### src/rtl/pc_sequencer.sv
// pc_sequencer: fetch/decode/execute controller driving the PC register.
// Moore FSM with interrupt entry, halt/resume and a fetch watchdog.
module pc_sequencer #(
  parameter int MEM_TIMEOUT   = 16,
  parameter int TIMEOUT_WIDTH = 5,
  parameter int COUNT_WIDTH   = 16
) (
  input  logic                   clk_seq,
  input  logic                   reset_seq,
  input  logic                   mem_ready,
  input  logic                   exec_done,
  input  logic                   branch_taken,
  input  logic                   iret,
  input  logic                   halt,
  input  logic                   irq,
  input  logic                   irq_en,
  input  logic                   run,
  output logic [1:0]             PC_IS,
  output logic                   PC_regload,
  output logic                   PC_regen,
  output logic                   AD_sel,
  output logic                   mem_rd,
  output logic                   ir_load,
  output logic                   exec_start,
  output logic                   irq_ack,
  output logic                   in_isr,
  output logic                   err,
  output logic [2:0]             state_out,
  output logic [COUNT_WIDTH-1:0] fetch_count
);

  typedef enum logic [2:0] {
    S_RST    = 3'b000,
    S_FETCH  = 3'b001,
    S_DECODE = 3'b010,
    S_EXEC   = 3'b011,
    S_UPDATE = 3'b100,
    S_IRQ    = 3'b101,
    S_HALT   = 3'b110,
    S_ERR    = 3'b111
  } state_t;

  state_t                   state, state_nx;
  logic [TIMEOUT_WIDTH-1:0] wd;
  logic [COUNT_WIDTH-1:0]   cnt;
  logic                     isr, isr_nx;
  logic                     br_l, iret_l, halt_l;
  logic                     first;
  logic                     wd_last, irq_ok;

  assign wd_last = wd == TIMEOUT_WIDTH'(MEM_TIMEOUT - 1);

  // iret clears in_isr on the same edge the irq decision is made
  always_comb begin
    isr_nx = isr;
    if (state == S_UPDATE && iret_l)
      isr_nx = 1'b0;
    else if (state == S_IRQ)
      isr_nx = 1'b1;
  end

  assign irq_ok = irq & irq_en & ~isr_nx;

  always_comb begin
    state_nx = state;
    unique case (state)
      S_RST:    state_nx = S_FETCH;
      S_FETCH: begin
        if (mem_ready)    state_nx = S_DECODE;
        else if (wd_last) state_nx = S_ERR;
      end
      S_DECODE: state_nx = S_EXEC;
      S_EXEC:   if (exec_done) state_nx = S_UPDATE;
      S_UPDATE: begin
        if (halt_l)      state_nx = S_HALT;
        else if (irq_ok) state_nx = S_IRQ;
        else             state_nx = S_FETCH;
      end
      S_IRQ:    state_nx = S_FETCH;
      S_HALT: begin
        if (run)         state_nx = S_FETCH;
        else if (irq_ok) state_nx = S_IRQ;
      end
      S_ERR:    state_nx = S_ERR;
    endcase
  end

  always_ff @(posedge clk_seq or negedge reset_seq) begin
    if (!reset_seq) begin
      state  <= S_RST;
      wd     <= '0;
      cnt    <= '0;
      isr    <= 1'b0;
      br_l   <= 1'b0;
      iret_l <= 1'b0;
      halt_l <= 1'b0;
      first  <= 1'b0;
    end else begin
      state <= state_nx;
      isr   <= isr_nx;
      first <= state == S_DECODE;
      if (state == S_FETCH && !mem_ready)
        wd <= wd + TIMEOUT_WIDTH'(1);
      else
        wd <= '0;
      if (state == S_FETCH && mem_ready)
        cnt <= cnt + COUNT_WIDTH'(1);
      if (state == S_EXEC && exec_done) begin
        br_l   <= branch_taken | iret;
        iret_l <= iret;
        halt_l <= halt;
      end else if (state == S_UPDATE) begin
        br_l   <= 1'b0;
        iret_l <= 1'b0;
        halt_l <= 1'b0;
      end
    end
  end

  // reset-vector load strobe is suppressed while reset is still held
  always_comb begin
    PC_IS      = 2'b00;
    PC_regload = 1'b0;
    PC_regen   = 1'b0;
    AD_sel     = 1'b0;
    mem_rd     = 1'b0;
    ir_load    = 1'b0;
    exec_start = 1'b0;
    irq_ack    = 1'b0;
    err        = 1'b0;
    unique case (state)
      S_RST: begin
        PC_IS      = 2'b10;
        PC_regload = reset_seq;
        PC_regen   = 1'b1;
      end
      S_FETCH: begin
        PC_IS    = 2'b11;
        AD_sel   = 1'b1;
        mem_rd   = 1'b1;
        PC_regen = 1'b1;
      end
      S_DECODE: begin
        ir_load  = 1'b1;
        PC_regen = 1'b1;
      end
      S_EXEC:   exec_start = first;
      S_UPDATE: begin
        PC_IS      = br_l ? 2'b00 : 2'b11;
        PC_regload = 1'b1;
        PC_regen   = 1'b1;
      end
      S_IRQ: begin
        PC_IS      = 2'b01;
        PC_regload = 1'b1;
        PC_regen   = 1'b1;
        irq_ack    = 1'b1;
      end
      S_HALT:   ;
      S_ERR:    err = 1'b1;
    endcase
  end

  assign in_isr      = isr;
  assign state_out   = state;
  assign fetch_count = cnt;

endmodule
### config.mk
export PLATFORM = sky130hd
export DESIGN_NAME = pc_sequencer
export DESIGN_NICKNAME = d
export VERILOG_FILES = /design/src/rtl/pc_sequencer.sv
export SDC_FILE = /design/constraint.sdc
export NUM_CORES = 1
export LEC_CHECK = 0
export CORE_ASPECT_RATIO = 0.8
export CORE_MARGIN = 2
export CORE_UTILIZATION = 47
export CTS_CLUSTER_DIAMETER = 100
export DETAILED_ROUTE_END_ITERATION = 10
export GPL_TIMING_DRIVEN = 0
export PLACE_DENSITY_LB_ADDON = 0.08
export SETUP_SLACK_MARGIN = 0.5
export SLEW_MARGIN = 20
export SYNTH_ARGS = -nofsm -noshare
export SYNTH_HDL_FRONTEND = slang
export SYNTH_SLANG_ARGS = --single-unit
### constraint.sdc
create_clock -name clk_seq -period 1.59 [get_ports clk_seq]
set_input_delay 0.2385 -clock clk_seq [delete_from_list [all_inputs] [get_ports clk_seq]]
set_output_delay 0.2385 -clock clk_seq [all_outputs]
set_load 0.01 [all_outputs]
==> flow_metrics.env, run 1 <==
export IMPL_outcome="stopped before the end"
export IMPL_haltStage="global routing (5_1_grt)"
export IMPL_flow_first_error="[ERROR DPL-0033] detailed placement checks failed during check placement."
export IMPL_synth_mux_area_frac=0.0148
export IMPL_initial_antenna_violation_count=0
export IMPL_post_synth_top_area_fraction=0.506
export IMPL_ys_flop_type="sky130_fd_sc_hd__dfrtp_1"
export IMPL_syn_cell_area_um2=1430
export IMPL_synthXorXnorAreaFrac=0.104
export IMPL_grt_max_degree=31
export IMPL_cts_buffer_depth=2
export IMPL_initial_core_util=0.507
export IMPL_dominant_cells_by_area_after_synthesis="sky130_fd_sc_hd__dfrtp_1, sky130_fd_sc_hd__xnor2_1, sky130_fd_sc_hd__nor2_1, sky130_fd_sc_hd__nand3_1, sky130_fd_sc_hd__and3_1"
export IMPL_clock_tree_htree_level_count=2
export IMPL_clock_root_buffer="sky130_fd_sc_hd__clkbuf_8"
export IMPL_cts_buf_count=5
export IMPL_die_boundary_height_um=53.4
export IMPL_cts_sink_count=29
export IMPL_buffer_ports_inserted=39
export IMPL_share_of_async_settable_or_async_resettable_flops_after_synthesis=1.00
export IMPL_place_congestion=0.812
export IMPL_pin_count=40
export IMPL_grt_worst_setup_endpoint="mem_rd"
export IMPL_dieWidth_um=65.8
export IMPL_synth_simple_gate_area_share=0.198
export IMPL_detailed_place_hpwl_um=2250
export IMPL_cts_hold_buffers_added=0
export IMPL_synth_avg_cell_area_um2=10.1
export IMPL_synth_compound_gate_area_share=0.113
export IMPL_synth_top_family_by_area="simple AND/OR/NAND/NOR gates"
export IMPL_placementRows=17
export IMPL_synth_seq_area_share=0.506
export IMPL_placed_cells=219
export IMPL_worstEpCategory="primary output"
export IMPL_synthesis_nets=155
export IMPL_synth_area_leader_cell="sky130_fd_sc_hd__dfrtp_1"
export IMPL_dpl_worst_slack_ns=-0.252
export IMPL_netlist_cell_type_count=37
export IMPL_post_synth_inst_count=142
export IMPL_yosys_warnings=0
export IMPL_synth_edf_count=0
export IMPL_synthAdderAreaFrac=0.0262
export IMPL_synth_seq_cells=29
==> cell usage after synthesis, types with 2 or more instances <==
cell and n:
sky130_fd_sc_hd__dfrtp_1 29, sky130_fd_sc_hd__nor2_1 15, sky130_fd_sc_hd__xnor2_1 14, sky130_fd_sc_hd__nand2_1 9
sky130_fd_sc_hd__nand3_1 9, sky130_fd_sc_hd__and3_1 7, sky130_fd_sc_hd__a21oi_1 6, sky130_fd_sc_hd__clkbuf_1 5
sky130_fd_sc_hd__inv_1 4, sky130_fd_sc_hd__nand4_1 4, sky130_fd_sc_hd__o21ai_0 4, sky130_fd_sc_hd__ha_1 3
sky130_fd_sc_hd__nand2b_1 3, sky130_fd_sc_hd__xor2_1 3, sky130_fd_sc_hd__buf_4 2, sky130_fd_sc_hd__nor3_1 2
sky130_fd_sc_hd__o2111ai_1 2, sky130_fd_sc_hd__o22ai_1 2
==> cell families after synthesis <==
group,count (synthesis)
buf+inv,12
simple gates,55
compound gates,24
xor+xnor,17
flops,29
mux,2
fa+ha+maj,3
==> metrics by stage <==
stage	setup TNS, ns	util	cell area (µm²)
floorplan	0	-	1490
global placement	-10.82	0.683	1930
detailed placement	-3.38	0.681	1930
CTS	-0.0185	0.886	2510
==> timing repair <==
action                     in CTS
setup endpoints to repair      57
buffers inserted               44
gates cloned                    0
pin swaps                      17
resized for setup             186
hold endpoints to repair        0
==> run 2, diff against run 1 <==
==> config.mk (replaced) <==
export PLATFORM = sky130hd
export DESIGN_NAME = pc_sequencer
export DESIGN_NICKNAME = d
export VERILOG_FILES = /design/src/rtl/pc_sequencer.sv
export SDC_FILE = /design/constraint.sdc
export NUM_CORES = 1
export LEC_CHECK = 0
export CORE_AREA = 2 2 63 65
export DETAILED_ROUTE_END_ITERATION = 10
export DIE_AREA = 0 0 65 67
export GPL_TIMING_DRIVEN = 0
export PLACE_DENSITY_LB_ADDON = 0.15
export SLEW_MARGIN = 20
export SYNTH_ARGS = -nofsm -noshare
export SYNTH_HDL_FRONTEND = slang
export SYNTH_SLANG_ARGS = --single-unit
==> run 2 against run 1 <==
Effect of this change: the flow now finishes, with violations (negative setup slack); synthesized cell count is the same; synthesized area unchanged.
==> flow_metrics.env, run 2 <==
export IMPL_post_drt_via_cell_ratio=5.08
export IMPL_grt_setup_unrepaired="yes"
export IMPL_filler_cell_count=318
export IMPL_initial_antenna_violation_count=0
export IMPL_final_cell_mix="sky130_fd_sc_hd__dfrtp_1, sky130_fd_sc_hd__clkdlybuf4s50_1, sky130_fd_sc_hd__buf_4"
export IMPL_outcome="finished with violations"
export IMPL_critPathLaunchType="register"
export IMPL_clock_tree_htree_level_count=2
export IMPL_synth_seq_area_share=0.506
export IMPL_timing_rr_start="state_out[2]"
export IMPL_clkTransAtPathRegs_ns=0.07
export IMPL_max_vdd_ir_drop_mv=0.715
export IMPL_achievable_frequency_mhz=626
export IMPL_drv_cap=0
export IMPL_power_per_cell_area_nw_per_um2=1570
export IMPL_share_of_async_settable_or_async_resettable_flops_after_synthesis=1.00
export IMPL_grt_remaining_overflow=0
export IMPL_worst_setup_path_end_kind="register"
export IMPL_critical_path_reg2reg_endpoint="fetch_count[15]"
export IMPL_period_share=1.00
export IMPL_multiInputGateArea_um2=698
export IMPL_criticalPathCategory="register to register"
export IMPL_cp_data_arrival_time_ns=1.77
export IMPL_grt_max_degree=31
export IMPL_clock_root_buffer="sky130_fd_sc_hd__clkbuf_8"
export IMPL_share_of_post_route_cells_with_drive_strength_above_1=0.273
export IMPL_timing_final_setup_violations=1
export IMPL_yosysMostFrequentCell="sky130_fd_sc_hd__dfrtp_1"
export IMPL_worst_hold_path_type="input pin to async pin"
export IMPL_worst_r2r_path_depth=6
export IMPL_critical_path_peak_fanout=7
export IMPL_synth_top_family_by_area="simple AND/OR/NAND/NOR gates"
export IMPL_final_cell_count_no_fill=253
export IMPL_grt_pass1_vias=1205
export IMPL_cts_sink_count=29
export IMPL_period_minus_slack_ns=1.60
export IMPL_cts_buf_count=5
export IMPL_violations_in_the_final_reports="negative setup slack"
export IMPL_timing_hold_violations_final=0
export IMPL_clock_latency_ns=0.29
export IMPL_buffer_ports_inserted=39
export IMPL_syn_cell_area_um2=1430
export IMPL_worst_pin_slew_ns=0.410
export IMPL_area_growth_pct=52.2
export IMPL_die_area_um2=4360
export IMPL_post_synth_inst_count=142
export IMPL_pin_count=40
export IMPL_drtAntennaViolNets=0
export IMPL_detail_route_wirelength_um=3400
export IMPL_yosys_warnings=0
export IMPL_final_setup_skew_ns=0.00973
export IMPL_synth_mux_area_frac=0.0148
export IMPL_hold_slack_ns=0.450
export IMPL_drt_drc_violations_left=0
export IMPL_utilization=0.605
export IMPL_netlist_cell_type_count=37
export IMPL_initial_core_util=0.398
export IMPL_n_antenna_cell=0
export IMPL_detailed_place_hpwl_um=2200
export IMPL_final_net_count=217
export IMPL_setup_slack_ns=-0.00715
export IMPL_ys_flop_type="sky130_fd_sc_hd__dfrtp_1"
export IMPL_placementRows=22
export IMPL_routedWlPerCell_um=13.4
export IMPL_regToRegSetupSlack_ns=-0.007
export IMPL_synth_area_leader_cell="sky130_fd_sc_hd__dfrtp_1"
export IMPL_num_vias=1286
export IMPL_dr_pass1_iters=4
export IMPL_total_routing_usage_gr=0.171
export IMPL_flip_flop_count_of_the_largest_register_after_layout=16
export IMPL_detail_route_iter0_violations=93
export IMPL_worst_slew_margin_rel=0.724
export IMPL_synth_avg_cell_area_um2=10.1
export IMPL_placed_cells=229
export IMPL_final_seq_area_um2=729
export IMPL_synth_simple_gate_area_share=0.198
export IMPL_dieWidth_um=65
export IMPL_post_layout_total_power_mw=3.43
export IMPL_dominant_cells_by_area_after_synthesis="sky130_fd_sc_hd__dfrtp_1, sky130_fd_sc_hd__xnor2_1, sky130_fd_sc_hd__nor2_1, sky130_fd_sc_hd__nand3_1, sky130_fd_sc_hd__and3_1"
export IMPL_slew_violations=0
export IMPL_grt_pass1_wl_um=5680
export IMPL_synth_cells_most_frequent="sky130_fd_sc_hd__dfrtp_1, sky130_fd_sc_hd__nor2_1, sky130_fd_sc_hd__xnor2_1"
export IMPL_synth_seq_cells=29
export IMPL_fp_coreArea_um2=3610
export IMPL_die_boundary_height_um=67
export IMPL_power_leakage_nw=0.987
export IMPL_synthesis_nets=155
export IMPL_synthAdderAreaFrac=0.0262
export IMPL_post_synth_top_area_fraction=0.506
export IMPL_synth_edf_count=0
export IMPL_worstPathRequired_ns=1.76
export IMPL_place_congestion=0.765
export IMPL_cts_tree="done"
export IMPL_synthXorXnorAreaFrac=0.104
export IMPL_synth_compound_gate_area_share=0.113
export IMPL_most_common_cell_after_layout_fill_and_taps_aside="sky130_fd_sc_hd__dfrtp_1"
export IMPL_cts_buffer_depth=2
## run 2: cell counts after synthesis
Identical to the previous run, type by type.
## run 2: layout make-up
cell class                      instances  share of cell area
Multi-Input combinational cell        101               0.320
Sequential cell                        29               0.334
Inverter                                4             0.00688
Buffer                                  5              0.0356
Timing Repair Buffer                   58               0.236
Clock inverter                          3             0.00803
Clock buffer                            5              0.0315
Tap cell                               48              0.0275
## run 2: report_power, final
group          internal, mW  switching, mW  leakage (nW)
logic                  1.00          0.753         0.567
clock network         0.301          0.307        0.0439
registers             0.891          0.176         0.376
total                  2.20           1.24         0.987
## run 2: worst max-delay path, cell delays in order, from the launching register on
cell	delay [ns]
sky130_fd_sc_hd__dfrtp_2	0.46
sky130_fd_sc_hd__buf_6	0.14
sky130_fd_sc_hd__and4bb_4	0.30
sky130_fd_sc_hd__and4_1	0.19
sky130_fd_sc_hd__buf_6	0.13
sky130_fd_sc_hd__nand4_1	0.12
sky130_fd_sc_hd__xnor2_1	0.15
## run 2: per-layer routing
| layer | vias to the layer above | GRT usage | routed length [µm] |
|---|---|---|---|
| met2 | 38 | 0.285 | 1700 |
| met3 | 5 | 0.0541 | 173 |
| met5 | - | 0 | 0 |
| met1 | 620 | 0.213 | 1490 |
| met4 | 0 | 0.0479 | 32 |
| li1 | 623 | - | - |
## run 2: cells by family (layout without fill, tap and decap cells)
logic type	after synthesis	after routing
mux	2	2
fa+ha+maj	3	3
xor+xnor	17	17
buf+inv	12	75
flops	29	29
compound gates	24	24
simple gates	55	55
## run 2: how the worst max path moves through the flow
stage	depth (start not counted)	to	start	slack [ns]
2_1_floorplan	5	fetch_count[15]	state_out[2]	0.1
3_3_place_gp	4	PC_regload	reset_seq	-1.13
3_5_place_dp	4	err	state_out[1]	-0.50
4_1_cts	6	fetch_count[15]	state_out[2]	-0.03
5_1_grt	6	fetch_count[15]	state_out[2]	-0.07
6_report	6	fetch_count[15]	state_out[2]	-0.007
## run 2: through the flow
step                cell area [µm²]  setup TNS (ns)  worst slack (ns)
floorplan                      1430               0            0.0977
global placement               1880          -11.93             -1.13
detailed placement             1880           -5.56            -0.502
CTS                            2140         -0.0825           -0.0333
global route                   2180          -0.134           -0.0711
finish                         2180        -0.00715          -0.00715
## run 2: repair_timing
action / CTS / global route
setup endpoints to repair: 13 / 24
buffers inserted: 13 / 4
gates resized for setup: 61 / 15
hold buffers: 0 / 2
hold endpoints to repair: 0 / 29
pin swaps: 4 / 5
No activity file was read; power rests on OpenSTA's default activity.
==> run 3, diff against run 2 <==
--- a/config.mk
+++ b/config.mk
@@ -9,6 +9,7 @@
 export DETAILED_ROUTE_END_ITERATION = 10
 export DIE_AREA = 0 0 65 67
 export GPL_TIMING_DRIVEN = 0
+export HOLD_SLACK_MARGIN = 0.08
 export PLACE_DENSITY_LB_ADDON = 0.15
 export SLEW_MARGIN = 20
 export SYNTH_ARGS = -nofsm -noshare
==> results of run 3 <==
Final layout, timing and power as in run 2 (identical DEF).
==> run 4, diff against run 3 <==
--- a/config.mk
+++ b/config.mk
@@ -5,13 +5,15 @@
 export SDC_FILE = /design/constraint.sdc
 export NUM_CORES = 1
 export LEC_CHECK = 0
-export CORE_AREA = 2 2 63 65
+export CORE_MARGIN = 2
+export CORE_UTILIZATION = 30
 export DETAILED_ROUTE_END_ITERATION = 10
-export DIE_AREA = 0 0 65 67
 export GPL_TIMING_DRIVEN = 0
 export HOLD_SLACK_MARGIN = 0.08
 export PLACE_DENSITY_LB_ADDON = 0.15
+export SKIP_LAST_GASP = 1
 export SLEW_MARGIN = 20
 export SYNTH_ARGS = -nofsm -noshare
 export SYNTH_HDL_FRONTEND = slang
 export SYNTH_SLANG_ARGS = --single-unit
+export TNS_END_PERCENT = 1
==> run 4 against run 3 <==
Effect of this change: the flow finishes with violations (negative hold slack, negative setup slack); routed wire length grew 2.5%; fmax shrank 5.8%; largest cell class unchanged; global-route usage shrank 2.0 points; core utilization shrank 16 points.
==> flow_metrics.env, run 4 (synthesized netlist as in run 2, its figures left out) <==
export IMPL_outcome="finished with violations"
export IMPL_violations_in_the_final_reports="negative hold slack, negative setup slack"
export IMPL_dieWidth_um=73.1
export IMPL_period_share=1.07
export IMPL_detail_route_iter0_violations=65
export IMPL_pin_count=40
export IMPL_worstPathRequired_ns=1.75
export IMPL_grt_pass1_wl_um=6150
export IMPL_flip_flop_count_of_the_largest_register_after_layout=16
export IMPL_worst_hold_path_type="input pin to async pin"
export IMPL_worst_slew_margin_rel=0.543
export IMPL_num_vias=1255
export IMPL_fp_coreArea_um2=4660
export IMPL_drtAntennaViolNets=0
export IMPL_utilization=0.442
export IMPL_clock_tree_htree_level_count=2
export IMPL_timing_final_setup_violations=21
export IMPL_grt_setup_unrepaired="yes"
export IMPL_critical_path_peak_fanout=7
export IMPL_die_area_um2=5350
export IMPL_clkTransAtPathRegs_ns=0.07
export IMPL_hold_slack_ns=-0.00848
export IMPL_worst_pin_slew_ns=0.685
export IMPL_detailed_place_hpwl_um=2460
export IMPL_final_setup_skew_ns=0.0117
export IMPL_post_drt_via_cell_ratio=5.02
export IMPL_clock_latency_ns=0.28
export IMPL_clock_root_buffer="sky130_fd_sc_hd__clkbuf_8"
export IMPL_worst_setup_path_end_kind="register"
export IMPL_placementRows=25
export IMPL_max_vdd_ir_drop_mv=0.723
export IMPL_criticalPathCategory="register to register"
export IMPL_place_congestion=0.791
export IMPL_area_growth_pct=43.6
export IMPL_cts_buf_count=5
export IMPL_final_cell_mix="sky130_fd_sc_hd__dfrtp_1, sky130_fd_sc_hd__clkdlybuf4s50_1, sky130_fd_sc_hd__nor2_1, sky130_fd_sc_hd__xnor2_1"
export IMPL_drt_drc_violations_left=0
export IMPL_cts_buffer_depth=2
export IMPL_grt_pass1_vias=1284
export IMPL_routedWlPerCell_um=13.9
export IMPL_drv_cap=0
export IMPL_cp_data_arrival_time_ns=1.85
export IMPL_detail_route_wirelength_um=3480
export IMPL_initial_antenna_violation_count=0
export IMPL_buffer_ports_inserted=39
export IMPL_dr_pass1_iters=4
export IMPL_slew_violations=0
export IMPL_critPathLaunchType="register"
export IMPL_achievable_frequency_mhz=590
export IMPL_initial_core_util=0.308
export IMPL_setup_tns_final_ns=-1.17
export IMPL_grt_remaining_overflow=0
export IMPL_die_boundary_height_um=73.1
export IMPL_period_minus_slack_ns=1.70
export IMPL_total_routing_usage_gr=0.151
export IMPL_setup_slack_ns=-0.105
export IMPL_timing_hold_violations_final=3
export IMPL_power_leakage_nw=0.925
export IMPL_share_of_post_route_cells_with_drive_strength_above_1=0.158
export IMPL_most_common_cell_after_layout_fill_and_taps_aside="sky130_fd_sc_hd__dfrtp_1"
export IMPL_final_net_count=208
export IMPL_power_per_cell_area_nw_per_um2=1520
export IMPL_cts_sink_count=29
export IMPL_grt_max_degree=31
export IMPL_cts_tree="done"
export IMPL_n_antenna_cell=0
## run 4: cell count changes in the layout (fill, tap and decap cells not counted), sizes merged
cell / delta
dlygate4sd2: +6
clkinvlp: -1
clkdlybuf4s15: +1
buf: -17
clkbuf: +2
clkdlybuf4s50: +1
dlygate4sd3: -1
## run 4: worst max-delay path, stage by stage, from the launching register on
cell                       delay, ns
sky130_fd_sc_hd__dfrtp_2        0.42
sky130_fd_sc_hd__buf_4          0.17
sky130_fd_sc_hd__and4bb_4       0.35
sky130_fd_sc_hd__and4_1         0.21
sky130_fd_sc_hd__buf_4          0.16
sky130_fd_sc_hd__nand4_1        0.12
sky130_fd_sc_hd__xnor2_1        0.15
## run 4: stage by stage
stage	cells	worst slack (ns)	hold WS (ns)	power (mW)	cell area [µm²]
after CTS	249	-0.138	0.0204	3.15	2050
after global placement	235	-1.17	0.450	2.38	1890
after detailed placement	235	-0.506	0.326	2.41	1890
after global routing	250	-0.174	0.0488	3.38	2060
after floorplan	142	0.0977	-0.0571	1.76	1430
final	250	-0.105	-0.00848	3.13	2060
## run 4: path summary, 6_finish.rpt
kind | from | end | slack (ns) | cells past startpoint
max | state_out[2] | fetch_count[15] | -0.11 | 6
min | reset_seq | state_out[2] | -0.008 | 1
max reg2reg | state_out[2] | fetch_count[15] | -0.11 | 6
min reg2reg | fetch_count[15] | fetch_count[15] | 0.47 | 1
max in group asynchronous | reset_seq | state_out[0] | 1.12 | 1
min in group clk_seq | fetch_count[15] | fetch_count[15] | 0.47 | 1
## run 4: routing by layer
metal | track usage | vias up | wire, µm
met5 | 0 | - | 0
met4 | 0.0679 | 0 | 50
met3 | 0.0401 | 5 | 187
met2 | 0.238 | 38 | 1690
met1 | 0.192 | 614 | 1560
li1 | - | 598 | -
## run 4: report_power, final
part           total (mW)  internal, mW  switching [mW]  leakage [nW]
logic                1.51         0.805           0.703         0.502
clock network       0.572         0.302           0.270        0.0450
registers            1.05         0.891           0.154         0.378
total                3.13          2.00            1.13         0.925
## run 4: timing repair
action                                  4_1_cts  5_1_grt
endpoints found under the setup margin       22       27
endpoints found under the hold margin        29       29
setup buffers                                 6        1
resized for setup                            27        6
## run 4: area by class of cell
cell class	instances	area, µm²
Sequential cell	29	728
Tap cell	54	67.6
Timing Repair Buffer	46	425
Inverter	4	15.0
Buffer	8	68.8
Fill cell	468	2600
Clock buffer	6	72.6
Multi-Input combinational cell	101	672
Clock inverter	2	10.0
